**src/rtl/clock_monitor.sv**
```systemverilog
// Measures period and high time of an asynchronous mon_clock against the local clock.
// Optional duty-cycle window check is compiled in with CLOCK_MONITOR_DUTY_CHECK_EN.
module clock_monitor #(
  parameter int CNT_W      = 16,
  parameter int EXP_PERIOD = 10,
  parameter int PERIOD_TOL = 1,
  parameter int EXP_HIGH   = 5,
  parameter int HIGH_TOL   = 1,
  parameter int TIMEOUT    = 64
) (
  input  logic             clock,
  input  logic             reset,
  input  logic             enable,
  input  logic             mon_clock,
  output logic [CNT_W-1:0] period,
  output logic [CNT_W-1:0] high_time,
  output logic             meas_valid,
  output logic             freq_err,
  output logic             duty_err,
  output logic             clk_lost,
  output logic             busy
);

  typedef enum logic [1:0] {IDLE, ARM, HIGH, LOW} state_t;

  localparam logic [CNT_W-1:0] EXP_P = CNT_W'(EXP_PERIOD);
  localparam logic [CNT_W-1:0] P_TOL = CNT_W'(PERIOD_TOL);
  localparam logic [CNT_W-1:0] TO_C  = CNT_W'(TIMEOUT);

  state_t           state, state_nxt;
  logic [CNT_W-1:0] cnt, cnt_nxt, cnt_inc, hcnt, hcnt_nxt;
  logic [CNT_W-1:0] period_nxt, high_nxt, pdiff;
  logic             mv_nxt, ferr_nxt, lost_nxt;
  logic             sync1, sync2, sync3;
  logic             rise, fall, timeout, arm_clr;

  always_ff @(posedge clock or posedge reset) begin
    if (reset) begin
      sync1 <= 1'b0;
      sync2 <= 1'b0;
      sync3 <= 1'b0;
    end else begin
      sync1 <= mon_clock;
      sync2 <= sync1;
      sync3 <= sync2;
    end
  end

  assign rise    = sync2 & ~sync3;
  assign fall    = ~sync2 & sync3;
  assign cnt_inc = (cnt == '1) ? cnt : cnt + 1'b1;
  assign timeout = (cnt >= TO_C);
  assign pdiff   = (cnt > EXP_P) ? (cnt - EXP_P) : (EXP_P - cnt);
  assign arm_clr = (state == IDLE) && enable;
  assign busy    = (state != IDLE);

  // enable beats timeout, timeout beats any coincident edge
  always_comb begin
    state_nxt  = state;
    cnt_nxt    = cnt;
    hcnt_nxt   = hcnt;
    period_nxt = period;
    high_nxt   = high_time;
    mv_nxt     = 1'b0;
    ferr_nxt   = freq_err;
    lost_nxt   = clk_lost;
    if (state == IDLE) begin
      if (enable) begin
        state_nxt = ARM;
        cnt_nxt   = '0;
        ferr_nxt  = 1'b0;
        lost_nxt  = 1'b0;
      end
    end else if (!enable) begin
      state_nxt = IDLE;
    end else if (timeout) begin
      state_nxt = ARM;
      cnt_nxt   = '0;
      lost_nxt  = 1'b1;
    end else begin
      cnt_nxt = cnt_inc;
      case (state)
        ARM: if (rise) begin
          state_nxt = HIGH;
          cnt_nxt   = {{(CNT_W-1){1'b0}}, 1'b1};
        end
        HIGH: if (fall) begin
          state_nxt = LOW;
          hcnt_nxt  = cnt;
        end
        LOW: if (rise) begin
          state_nxt  = HIGH;
          period_nxt = cnt;
          high_nxt   = hcnt;
          mv_nxt     = 1'b1;
          cnt_nxt    = {{(CNT_W-1){1'b0}}, 1'b1};
          if (pdiff > P_TOL) ferr_nxt = 1'b1;
        end
        default: state_nxt = IDLE;
      endcase
    end
  end

  always_ff @(posedge clock or posedge reset) begin
    if (reset) begin
      state      <= IDLE;
      cnt        <= '0;
      hcnt       <= '0;
      period     <= '0;
      high_time  <= '0;
      meas_valid <= 1'b0;
      freq_err   <= 1'b0;
      clk_lost   <= 1'b0;
    end else begin
      state      <= state_nxt;
      cnt        <= cnt_nxt;
      hcnt       <= hcnt_nxt;
      period     <= period_nxt;
      high_time  <= high_nxt;
      meas_valid <= mv_nxt;
      freq_err   <= ferr_nxt;
      clk_lost   <= lost_nxt;
    end
  end

`ifdef CLOCK_MONITOR_DUTY_CHECK_EN
  localparam logic [CNT_W-1:0] EXP_H = CNT_W'(EXP_HIGH);
  localparam logic [CNT_W-1:0] H_TOL = CNT_W'(HIGH_TOL);
  logic [CNT_W-1:0] hdiff;

  assign hdiff = (hcnt > EXP_H) ? (hcnt - EXP_H) : (EXP_H - hcnt);

  always_ff @(posedge clock or posedge reset) begin
    if (reset)                      duty_err <= 1'b0;
    else if (arm_clr)               duty_err <= 1'b0;
    else if (mv_nxt && hdiff > H_TOL) duty_err <= 1'b1;
  end
`else
  // duty window parameters only matter when the checker is built
  logic unused_duty_cfg;
  assign unused_duty_cfg = (EXP_HIGH != HIGH_TOL) & arm_clr;
  assign duty_err = 1'b0;
`endif

endmodule

```
**config.mk**
```make
export PLATFORM = sky130hd
export DESIGN_NAME = clock_monitor
export DESIGN_NICKNAME = d
export VERILOG_FILES = /design/src/rtl/clock_monitor.sv
export SDC_FILE = /design/constraint.sdc
export NUM_CORES = 1
export LEC_CHECK = 0
export ABC_CLOCK_PERIOD_IN_PS = 4830
export BUFFER_PORTS_ARGS = -buffer_cell sky130_fd_sc_hd__buf_2
export CAP_MARGIN = 25
export CORE_ASPECT_RATIO = 0.75
export CORE_MARGIN = 5
export CORE_UTILIZATION = 60
export CTS_CLUSTER_DIAMETER = 200
export DETAILED_ROUTE_END_ITERATION = 10
export PLACE_DENSITY_LB_ADDON = 0.08
export SYNTH_ARGS = -nofsm -noshare
export SYNTH_HDL_FRONTEND = slang
export SYNTH_SLANG_ARGS = --single-unit
```
**constraint.sdc**
```tcl
create_clock -name clock -period 4.83 [get_ports clock]
set_clock_uncertainty 0.1 [all_clocks]
set_input_delay 0.7245 -clock clock [delete_from_list [all_inputs] [get_ports clock]]
set_output_delay 0.7245 -clock clock [all_outputs]
set_load 0.05 [all_outputs]
```
==> impl_metrics.csv, run 1 <==
group,metric,value,unit
synth,synth-seq-cells,72,
setup_path,cp_slowest_cell,"nand4_4",
setup_path,r2r_slack,2.18,ns
global_route,grtUsageTotal,20.9,%
run,maxCapViolCount,0,
global_route,grt_antenna_before_repair,0,
global_route,grt_pass1_vias,2368,
floorplanning,rows,23,
cts,cts.clk_slew.worst_paths,0.08,ns
floorplanning,core_area,5440,sq um
pwr,leakagePower,2.03,nW
layout,fin_nets,351,
synth,synthCells,297,
routing,drt_first_pass_iters,4,
timing,fin_crit,2.65,ns
cts,clock_path_buffers,2,
setup_path,crit_type,"register to register",
timing,worstMarginPinSlew,0.949,ns
placement,gp_congestion,0.948,
timing,rsz0062_at_grt,"no",
timing,maxSlewHeadroom,36.6,%
routing,ant_nets,0,
floorplanning,fp.dieW,97.1,microns
placement,dpl.hpwl,5020,microns
synth,synth_common_cells,"dfrtp_1, and2_1, nor2_1",
timing,min_period_over_period,54.9,%
layout,fin_cells,416,
setup_path,end_kind,"register",
synth,syn-cell-area,3420,sq um
timing,setup_viol,0,
synth,ys.flop_type,"dfrtp_1",
cts,htreeDepth,3,
synth,yosys-top-cells-area,"dfrtp_1, mux2_4, ha_1",
floorplanning,num_io_pins,41,
floorplanning,dieArea,7320,sq um
cts,root_buffer,"clkbuf_8",
setup_path,start_kind,"register",
timing,hold_violations,0,
setup_path,worstPathMaxFanout,36,
setup_path,crit_chain,"nor4_4, nand3_2, nor2_4, nand4_4, mux2_4",
cts,ctsResizeCount,0,
layout,multi_input_area,1500,sq um
routing,wl,7140,microns
synth,yosysTopAreaCell,"dfrtp_1",
setup_path,required,4.95,ns
synth,ys_seq_area_share,52.7,%
synth,syn_area_per_cell,11.5,sq um
pwr,p_per_area,409,nW/um^2
synth,synth_nets,312,
setup_path,r2r_start,"cnt[7]",
routing,drc,0,
layout,antennaDiodeCount,0,
cts,hold_buffers,0,
layout,n_fill_cell,389,
setup_path,r2r_cells,5,
cts,cts_tree,"yes",
setup_path,slowest_delay,0.54,ns
cts,clk_latency,0.34,ns
floorplanning,dieHeight,75.4,microns
setup_path,arrival,2.77,ns
synth,ys_types,56,
hold_path,hp-class,"register to register",
timing,maxSlewViolCount,0,
layout,drive_gt1_share,26.1,%
timing,final.setup.tns,0,ns
placement,place_inst,399,
layout,area_growth,13.1,%
synth,yosys.area.top_type_share,52.7,%
status,status,"finished clean",
layout,final_area,3860,sq um
cts,cts_made_buffers,9,
synth,yosys_warnings,0,
timing,max_clock_freq,0.377,GHz
global_route,grt_pass1_wl,12000,microns
synth,synth_edf_count,0,
routing,wl_per_cell,17.2,microns
cts,cts_setup_buffers,0,
setup_path,r2r_end,"high_time[15]",
synth,synth_most_common_cell,"dfrtp_1",
routing,drtIter0Drc,166,
synth,async_reset_ff_share,100,%
routing,vias,2354,
placement,place_area,3640,sq um
global_route,grt_max_degree,48,
hold_path,min_to,"sync2",
pwr,ir_worst_vdd,0.000230,V
floorplanning,floorplan.initialDensity,62.8,%
cts,clock_sinks,72,
hold_path,min_from,"sync1",
global_route,globalRoute.totalOverflow,0,
placement,numPortBuffers,39,
routing,vias_per_cell,5.66,
layout,seqCellArea,1800,sq um
hold_path,hold_depth,0,
[kinds of logic after synthesis]
| family | synth area share [%] |
|---|---|
| AO/OA/AOI/OAI | 10.2 |
| XOR/XNOR | 1.54 |
| buffers and inverters | 3.30 |
| AND/OR/NAND/NOR | 18.8 |
| flip-flops | 52.7 |
| multiplexers | 9.26 |
| adder cells (fa/ha/maj) | 4.03 |
| other | 0.110 |
[critical path, delay by kind of cell (launching register included)]
family,cells,cell delay [ns]
simple gates,4,1.39
mux,1,0.50
flops,1,0.52
[final cells by class]
class	count	share of cell area, %
well taps	75	2.43
inverters	10	0.972
repair buffers	41	5.76
flip-flops and latches	72	46.6
multi-input cells	202	38.9
clock inverters	6	1.75
clock buffers	10	3.56
[per-stage QoR]
| step | setup WS, ns | power [mW] | hold WS, ns | util [%] |
|---|---|---|---|---|
| after global routing | 2.05 | 1.68 | 0.280 | 71.0 |
| after detailed placement | 2.21 | 1.11 | 0.251 | 66.9 |
| final | 2.18 | 1.58 | 0.265 | 71.0 |
| after global placement | 2.26 | 1.10 | 0.233 | 66.9 |
| after floorplan | 2.18 | 1.02 | 0.231 | - |
| after CTS | 2.20 | 1.59 | 0.269 | 70.7 |
[state kept, by name, indices dropped and copies added (netlist names)]
name,cells
state,2
sync2,1
hcnt,16
high_time,16
meas_valid,1
freq_err,1
cnt,16
clk_lost,1
period,16
sync3,1
sync1,1
[how the worst max path moves through the flow]
| stage | start | endpoint | slack, ns | depth (start not counted) |
|---|---|---|---|---|
| final | cnt[7] | high_time[15] | 2.18 | 5 |
| after global routing | cnt[7] | high_time[15] | 2.05 | 5 |
| after CTS | cnt[7] | high_time[15] | 2.20 | 5 |
| after detailed placement | cnt[7] | high_time[15] | 2.21 | 5 |
| after global placement | cnt[7] | high_time[7] | 2.26 | 5 |
| after floorplan | reset | clk_lost | 2.18 | 1 |
[metal layers]
| layer | vias up | routed length, microns | GRT usage, % |
|---|---|---|---|
| li1 | 1121 | - | - |
| met1 | 1159 | 3510 | 30.9 |
| met2 | 67 | 3150 | 31.0 |
| met3 | 7 | 425 | 5.40 |
| met4 | 0 | 55 | 5.76 |
| met5 | - | 0 | 0 |
[cells in the final DEF (no fill, tap or decap), drive strengths merged, types with 2 or more instances in the layout]
cell / n
and3: 3
or3: 2
nand3: 4
nor3: 10
nor4: 4
clkinv: 2
mux2: 22
ha: 11
mux2i: 2
and2: 21
a21oi: 12
a21boi: 3
inv: 11
nand4: 9
clkinvlp: 2
o21a: 3
o211ai: 2
dfrtp: 72
xnor2: 2
a31oi: 5
xor2: 4
a211oi: 2
buf: 41
o21ai: 12
nand2b: 5
nor2: 21
nor2b: 11
nand2: 14
clkbuf: 10
[report_power, final]
| part | leakage [nW] | internal (mW) | switching, mW |
|---|---|---|---|
| Sequential | 0.989 | 0.646 | 0.0582 |
| Combinational | 0.942 | 0.134 | 0.266 |
| Clock | 0.0989 | 0.254 | 0.222 |
| Total | 2.03 | 1.03 | 0.546 |
Note: power is estimated with default switching activity, not from simulation.
==> inputs of run 2 (changes only) <==
--- a/config.mk
+++ b/config.mk
@@ -5,12 +5,12 @@
 export SDC_FILE = /design/constraint.sdc
 export NUM_CORES = 1
 export LEC_CHECK = 0
-export ABC_CLOCK_PERIOD_IN_PS = 4830
+export ABC_CLOCK_PERIOD_IN_PS = 2400
 export BUFFER_PORTS_ARGS = -buffer_cell sky130_fd_sc_hd__buf_2
 export CAP_MARGIN = 25
 export CORE_ASPECT_RATIO = 0.75
 export CORE_MARGIN = 5
-export CORE_UTILIZATION = 60
+export CORE_UTILIZATION = 52
 export CTS_CLUSTER_DIAMETER = 200
 export DETAILED_ROUTE_END_ITERATION = 10
 export PLACE_DENSITY_LB_ADDON = 0.08
==> constraint.sdc (replaced) <==
create_clock -name clock -period 2.4 [get_ports clock]
set_clock_uncertainty 0.1 [all_clocks]
set_input_delay 0.36 -clock clock [delete_from_list [all_inputs] [get_ports clock]]
set_output_delay 0.36 -clock clock [all_outputs]
set_load 0.05 [all_outputs]
==> run 2 against run 1 <==
Against the previous run: core utilization fell by 6.0 points; fmax up 19%; count of clock-buffer cells in the layout grew 1; non-clock buffer count is 32 higher; largest cell class unchanged; worst setup slack worse by 2.0 ns; routed wire length shrank 0.88%; largest power group unchanged; clock power grew 100%; power increased by 110%; cell count is 9.1% higher; critical path type unchanged; sequential power rose by 97%; via count up 2.8%; register-to-register slack worse by 2.0 ns.
==> impl_metrics.csv, run 2 (same netlist as run 1, synthesis figures left out) <==
group,metric,value,unit
cts,cts.clk_slew.worst_paths,0.07,ns
layout,seqCellArea,1800,sq um
floorplanning,fp.dieW,104,microns
layout,fin_cells,454,
layout,n_fill_cell,516,
setup_path,r2r_start,"cnt[1]",
layout,drive_gt1_share,32.4,%
setup_path,cp_slowest_cell,"dfrtp_2",
setup_path,start_kind,"register",
timing,maxSlewViolCount,0,
floorplanning,num_io_pins,41,
global_route,grt_pass1_wl,12800,microns
floorplanning,floorplan.initialDensity,53.8,%
timing,worstMarginPinSlew,0.719,ns
setup_path,critPathBufInv,0,
setup_path,critical_path_cell_count,7,
pwr,ir_worst_vdd,0.000606,V
cts,clock_path_buffers,2,
timing,setup_viol,0,
layout,area_growth,20.8,%
routing,ant_nets,0,
floorplanning,dieArea,8310,sq um
setup_path,r2r_end,"freq_err",
placement,dpl.hpwl,5210,microns
floorplanning,core_area,6350,sq um
layout,fin_nets,383,
global_route,grt_max_degree,37,
routing,wl_per_cell,15.6,microns
global_route,grt_antenna_before_repair,0,
setup_path,critPathCapture,"freq_err",
routing,drc,0,
floorplanning,rows,25,
layout,layout_commonest_cell,"dfrtp_1",
setup_path,slowest_delay,0.45,ns
cts,clk_latency,0.34,ns
setup_path,end_kind,"register",
timing,max_clock_freq,0.450,GHz
global_route,globalRoute.totalOverflow,0,
floorplanning,dieHeight,80.2,microns
routing,drt_first_pass_iters,4,
cts,cts_made_buffers,9,
hold_path,hp-class,"input port to register",
timing,fin_crit,2.22,ns
timing,maxSlewHeadroom,52.0,%
routing,drtIter0Drc,129,
setup_path,crit_chain,"ha_1, and3b_1, and4_4, a211o_1, a2111o_1, a211oi_1, a31oi_1",
global_route,grtUsageTotal,19.2,%
setup_path,r2r_cells,7,
placement,gp_congestion,0.871,
timing,min_period_over_period,92.6,%
cts,cts_tree,"yes",
timing,hold_violations,0,
timing,final.setup.tns,0,ns
cts,htreeDepth,3,
routing,vias,2421,
layout,multi_input_area,1500,sq um
cts,clock_sinks,72,
routing,vias_per_cell,5.33,
setup_path,crit_type,"register to register",
setup_path,critical_path.top_delay_family,"compound AO/OA/AOI/OAI gates",
setup_path,cp-startpoint,"cnt[1]",
setup_path,arrival,2.34,ns
setup_path,required,2.52,ns
setup_path,worstPathMaxFanout,7,
setup_path,r2r_slack,0.18,ns
timing,rsz0062_at_grt,"no",
pwr,leakagePower,2.19,nW
placement,numPortBuffers,39,
run,maxCapViolCount,0,
placement,place_inst,436,
cts,root_buffer,"clkbuf_8",
status,status,"finished clean",
pwr,p_per_area,799,nW/um^2
routing,wl,7080,microns
global_route,grt_pass1_vias,2542,
layout,mostFrequentLayoutCells,"dfrtp_1, buf_2, buf_4",
layout,antennaDiodeCount,0,
[run 2: changes by cell type in the layout (fill, tap and decap cells not counted), sizes merged]
cell,before,now
inv,11,12
clkinv,2,1
clkinvlp,2,1
clkbuf,10,11
buf,41,72
dlygate4sd3,0,1
[run 2: what timing repair did]
item                                    4_1_cts  5_1_grt
setup buffers                                 0        1
hold buffers                                  1        0
hold endpoints to repair                     21        0
endpoints found under the setup margin        0        1
resized for setup                             0        2
[run 2: area by class of cell]
| type | count | area share (%) |
|---|---|---|
| Clock inverter | 5 | 1.55 |
| Tap cell | 81 | 2.45 |
| Inverter | 10 | 0.909 |
| Timing Repair Buffer | 73 | 11.6 |
| Sequential cell | 72 | 43.7 |
| Clock buffer | 11 | 3.42 |
| Multi-Input combinational cell | 202 | 36.4 |
[run 2: per-layer routing]
metal	part of all wire, %	wire [microns]	vias up	GRT usage (%)
met1	50	3510	1157	27.4
met3	7.0	497	7	4.82
li1	-	-	1194	-
met5	0	0	-	0
met4	0.83	59	0	5.50
met2	42	3010	63	29.1
[run 2: how the worst min path moves through the flow]
| stage | from | endpoint | slack [ns] | depth (start not counted) |
|---|---|---|---|---|
| 3_3_place_gp | sync1 | sync2 | 0.24 | 0 |
| 6_report | mon_clock | sync1 | 0.03 | 1 |
| 4_1_cts | mon_clock | sync1 | 0.005 | 1 |
| 2_1_floorplan | sync1 | sync2 | 0.23 | 0 |
| 3_5_place_dp | sync1 | sync2 | 0.24 | 0 |
| 5_1_grt | mon_clock | sync1 | 0.001 | 1 |
[run 2: worst register-to-register path, cell delays in order, from the launching register on]
cell and delay [ns]:
dfrtp_2 0.45, ha_1 0.21, and3b_1 0.18, and4_4 0.21, a211o_1 0.28, a2111o_1 0.36, a211oi_1 0.22, a31oi_1 0.10
[run 2: report_power, final]
part           switching (mW)  internal [mW]  total, mW
Combinational           0.583          0.357      0.940
Sequential             0.0876           1.30       1.39
Clock                   0.448          0.518      0.966
Total                    1.12           2.18       3.30
[run 2: metrics by stage]
stage / area, sq um / hold slack, ns / setup slack [ns] / util [%] / power (mW)
after global routing: 4130 / 0.000962 / 0.0284 / 65.0 / 3.54
after global placement: 3900 / 0.238 / 0.109 / 61.5 / 2.33
after floorplan: 3420 / 0.231 / 0.115 / - / 2.04
after detailed placement: 3900 / 0.240 / 0.123 / 61.5 / 2.34
after CTS: 4120 / 0.00485 / 0.117 / 64.9 / 3.32
final: 4130 / 0.0270 / 0.179 / 65.0 / 3.30
==> inputs of run 3 (changes only) <==
--- a/config.mk
+++ b/config.mk
@@ -8,7 +8,7 @@
 export ABC_CLOCK_PERIOD_IN_PS = 2400
 export BUFFER_PORTS_ARGS = -buffer_cell sky130_fd_sc_hd__buf_2
 export CAP_MARGIN = 25
-export CORE_ASPECT_RATIO = 0.75
+export CORE_ASPECT_RATIO = 0.6
 export CORE_MARGIN = 5
 export CORE_UTILIZATION = 52
 export CTS_CLUSTER_DIAMETER = 200
==> run 3 against run 2 <==
Against the previous run: global-route usage is 0.48 points higher; routed wire length rose by 7.2%; combinational power about the same; non-clock buffer count decreased by 5; fmax shrank 2.6%; critical endpoint unchanged; count of clock-buffer cells in the layout grew 2; largest power group unchanged; critical path type unchanged; worst setup slack got worse by 0.059 ns.
==> impl_metrics.csv, run 3 (same netlist as run 1, synthesis figures left out) <==
group,metric,value,unit
timing,setup_viol,0,
setup_path,worstPathMaxFanout,7,
timing,max_clock_freq,0.439,GHz
setup_path,critPathBufInv,0,
floorplanning,rows,22,
global_route,grt_pass1_vias,2420,
floorplanning,num_io_pins,41,
timing,whs,0.252,ns
pwr,leakagePower,2.16,nW
floorplanning,dieArea,8350,sq um
cts,clock_path_buffers,2,
hold_path,hp-class,"register to register",
cts,cts_tree,"yes",
cts,htreeDepth,3,
setup_path,slowest_delay,0.46,ns
layout,drive_gt1_share,32.4,%
setup_path,start_kind,"register",
placement,dpl.hpwl,5470,microns
status,status,"finished clean",
setup_path,crit_chain,"ha_2, and3b_1, and4_4, a211o_1, a2111o_1, a211oi_2, a31oi_1",
layout,antennaDiodeCount,0,
layout,fin_nets,378,
pwr,p_sw,1.11,mW
floorplanning,floorplan.initialDensity,54.7,%
layout,layout_commonest_cell,"dfrtp_1",
setup_path,cp_slowest_cell,"dfrtp_2",
floorplanning,core_area,6250,sq um
timing,maxSlewViolCount,0,
layout,postLayoutCoreUtil,65.8,%
cts,clock_sinks,72,
global_route,grt_max_degree,47,
setup_path,crit_type,"register to register",
run,maxCapViolCount,0,
pwr,internal-power,2.19,mW
pwr,switching_share,33.6,%
layout,n_fill_cell,499,
cts,cts_made_buffers,9,
routing,vias,2453,
setup_path,critical_path.top_delay_family,"compound AO/OA/AOI/OAI gates",
pwr,combPwrFrac,28.5,%
routing,ant_nets,0,
setup_path,required,2.52,ns
routing,wl_per_cell,16.8,microns
floorplanning,dieHeight,72.8,microns
pwr,clkPwrFrac,29.1,%
placement,gp_congestion,0.929,
cts,root_buffer,"clkbuf_8",
timing,min_period_over_period,95.0,%
layout,mostFrequentLayoutCells,"dfrtp_1, buf_2, buf_4",
routing,drt_first_pass_iters,4,
global_route,grt_antenna_before_repair,0,
floorplanning,fp.dieW,115,microns
routing,vias_per_cell,5.44,
setup_path,arrival,2.40,ns
cts,clk_latency,0.35,ns
timing,hold_violations,0,
timing,maxSlewHeadroom,44.4,%
pwr,p_per_area,802,nW/um^2
global_route,grt_pass1_wl,12500,microns
timing,worstMarginPinSlew,0.833,ns
pwr,seqPwrFrac,42.4,%
global_route,grtUsageTotal,19.7,%
pwr,ir_worst_vdd,0.000608,V
layout,area_growth,20.3,%
routing,wl,7590,microns
timing,fin_crit,2.28,ns
placement,numPortBuffers,39,
routing,drtIter0Drc,173,
global_route,globalRoute.totalOverflow,0,
setup_path,end_kind,"register",
routing,drc,0,
cts,cts.clk_slew.worst_paths,0.07,ns
==> run 3: timing repair <==
action	in CTS	in global routing
hold buffers	2	0
buffers inserted	0	2
setup endpoints to repair	0	1
hold endpoints to repair	27	0
resized for setup	0	8
==> run 3: area by class of cell <==
class	count	area (sq um)	share of cell area (%)
clock buffer	13	159	3.86
multi-input combinational	202	1520	37.1
tap	84	105	2.56
sequential	72	1800	43.9
clock inverter	2	38.8	0.943
inverter	10	37.5	0.913
timing repair buffer	68	443	10.8
==> run 3: final timing paths <==
| check | slack, ns | startpoint | cells past startpoint | end |
|---|---|---|---|---|
| worst max register to register | 0.12 | cnt[1] | 7 | freq_err |
| worst min-delay path | 0.25 | sync1 | 0 | sync2 |
| worst min register to register | 0.25 | sync1 | 0 | sync2 |
| worst max-delay path | 0.12 | cnt[1] | 7 | freq_err |
| min in group asynchronous | 0.52 | reset | 4 | high_time[3] |
| max in group asynchronous | 1.19 | reset | 4 | cnt[1] |
==> run 3: worst reg2reg max path, delay by kind of cell (launching register included) <==
kind,cells,cell delay [ns]
flops,1,0.46
compound gates,4,1.02
fa+ha+maj,1,0.20
simple gates,2,0.38
==> run 3: power groups by stage <==
| stage | Combinational (mW) | Clock, mW | Sequential, mW |
|---|---|---|---|
| 6_report | 0.939 | 0.959 | 1.40 |
| 5_1_grt | 1.04 | 1.05 | 1.41 |
| 4_1_cts | 0.897 | 0.995 | 1.40 |
| 3_5_place_dp | 0.893 | 0 | 1.42 |
| 3_3_place_gp | 0.884 | 0 | 1.42 |
| 2_1_floorplan | 0.554 | 0 | 1.49 |
==> run 3: through the flow <==
step	instance area, sq um	cells	total power, mW	TNS (ns)	setup WS [ns]
floorplan	3420	297	2.04	0	0.115
global placement	3850	432	2.30	0	0.105
detailed placement	3850	432	2.31	0	0.0652
CTS	4070	449	3.29	0	0.0730
global route	4110	451	3.50	-0.00686	-0.00686
finish	4110	451	3.30	0	0.120
==> run 3: routing by layer <==
layer	GRT usage, %	share of wire (%)	up-vias
met3	7.95	10	11
li1	-	-	1172
met5	0	0	-
met1	29.9	48	1186
met2	25.4	40	84
met4	5.67	1.2	0
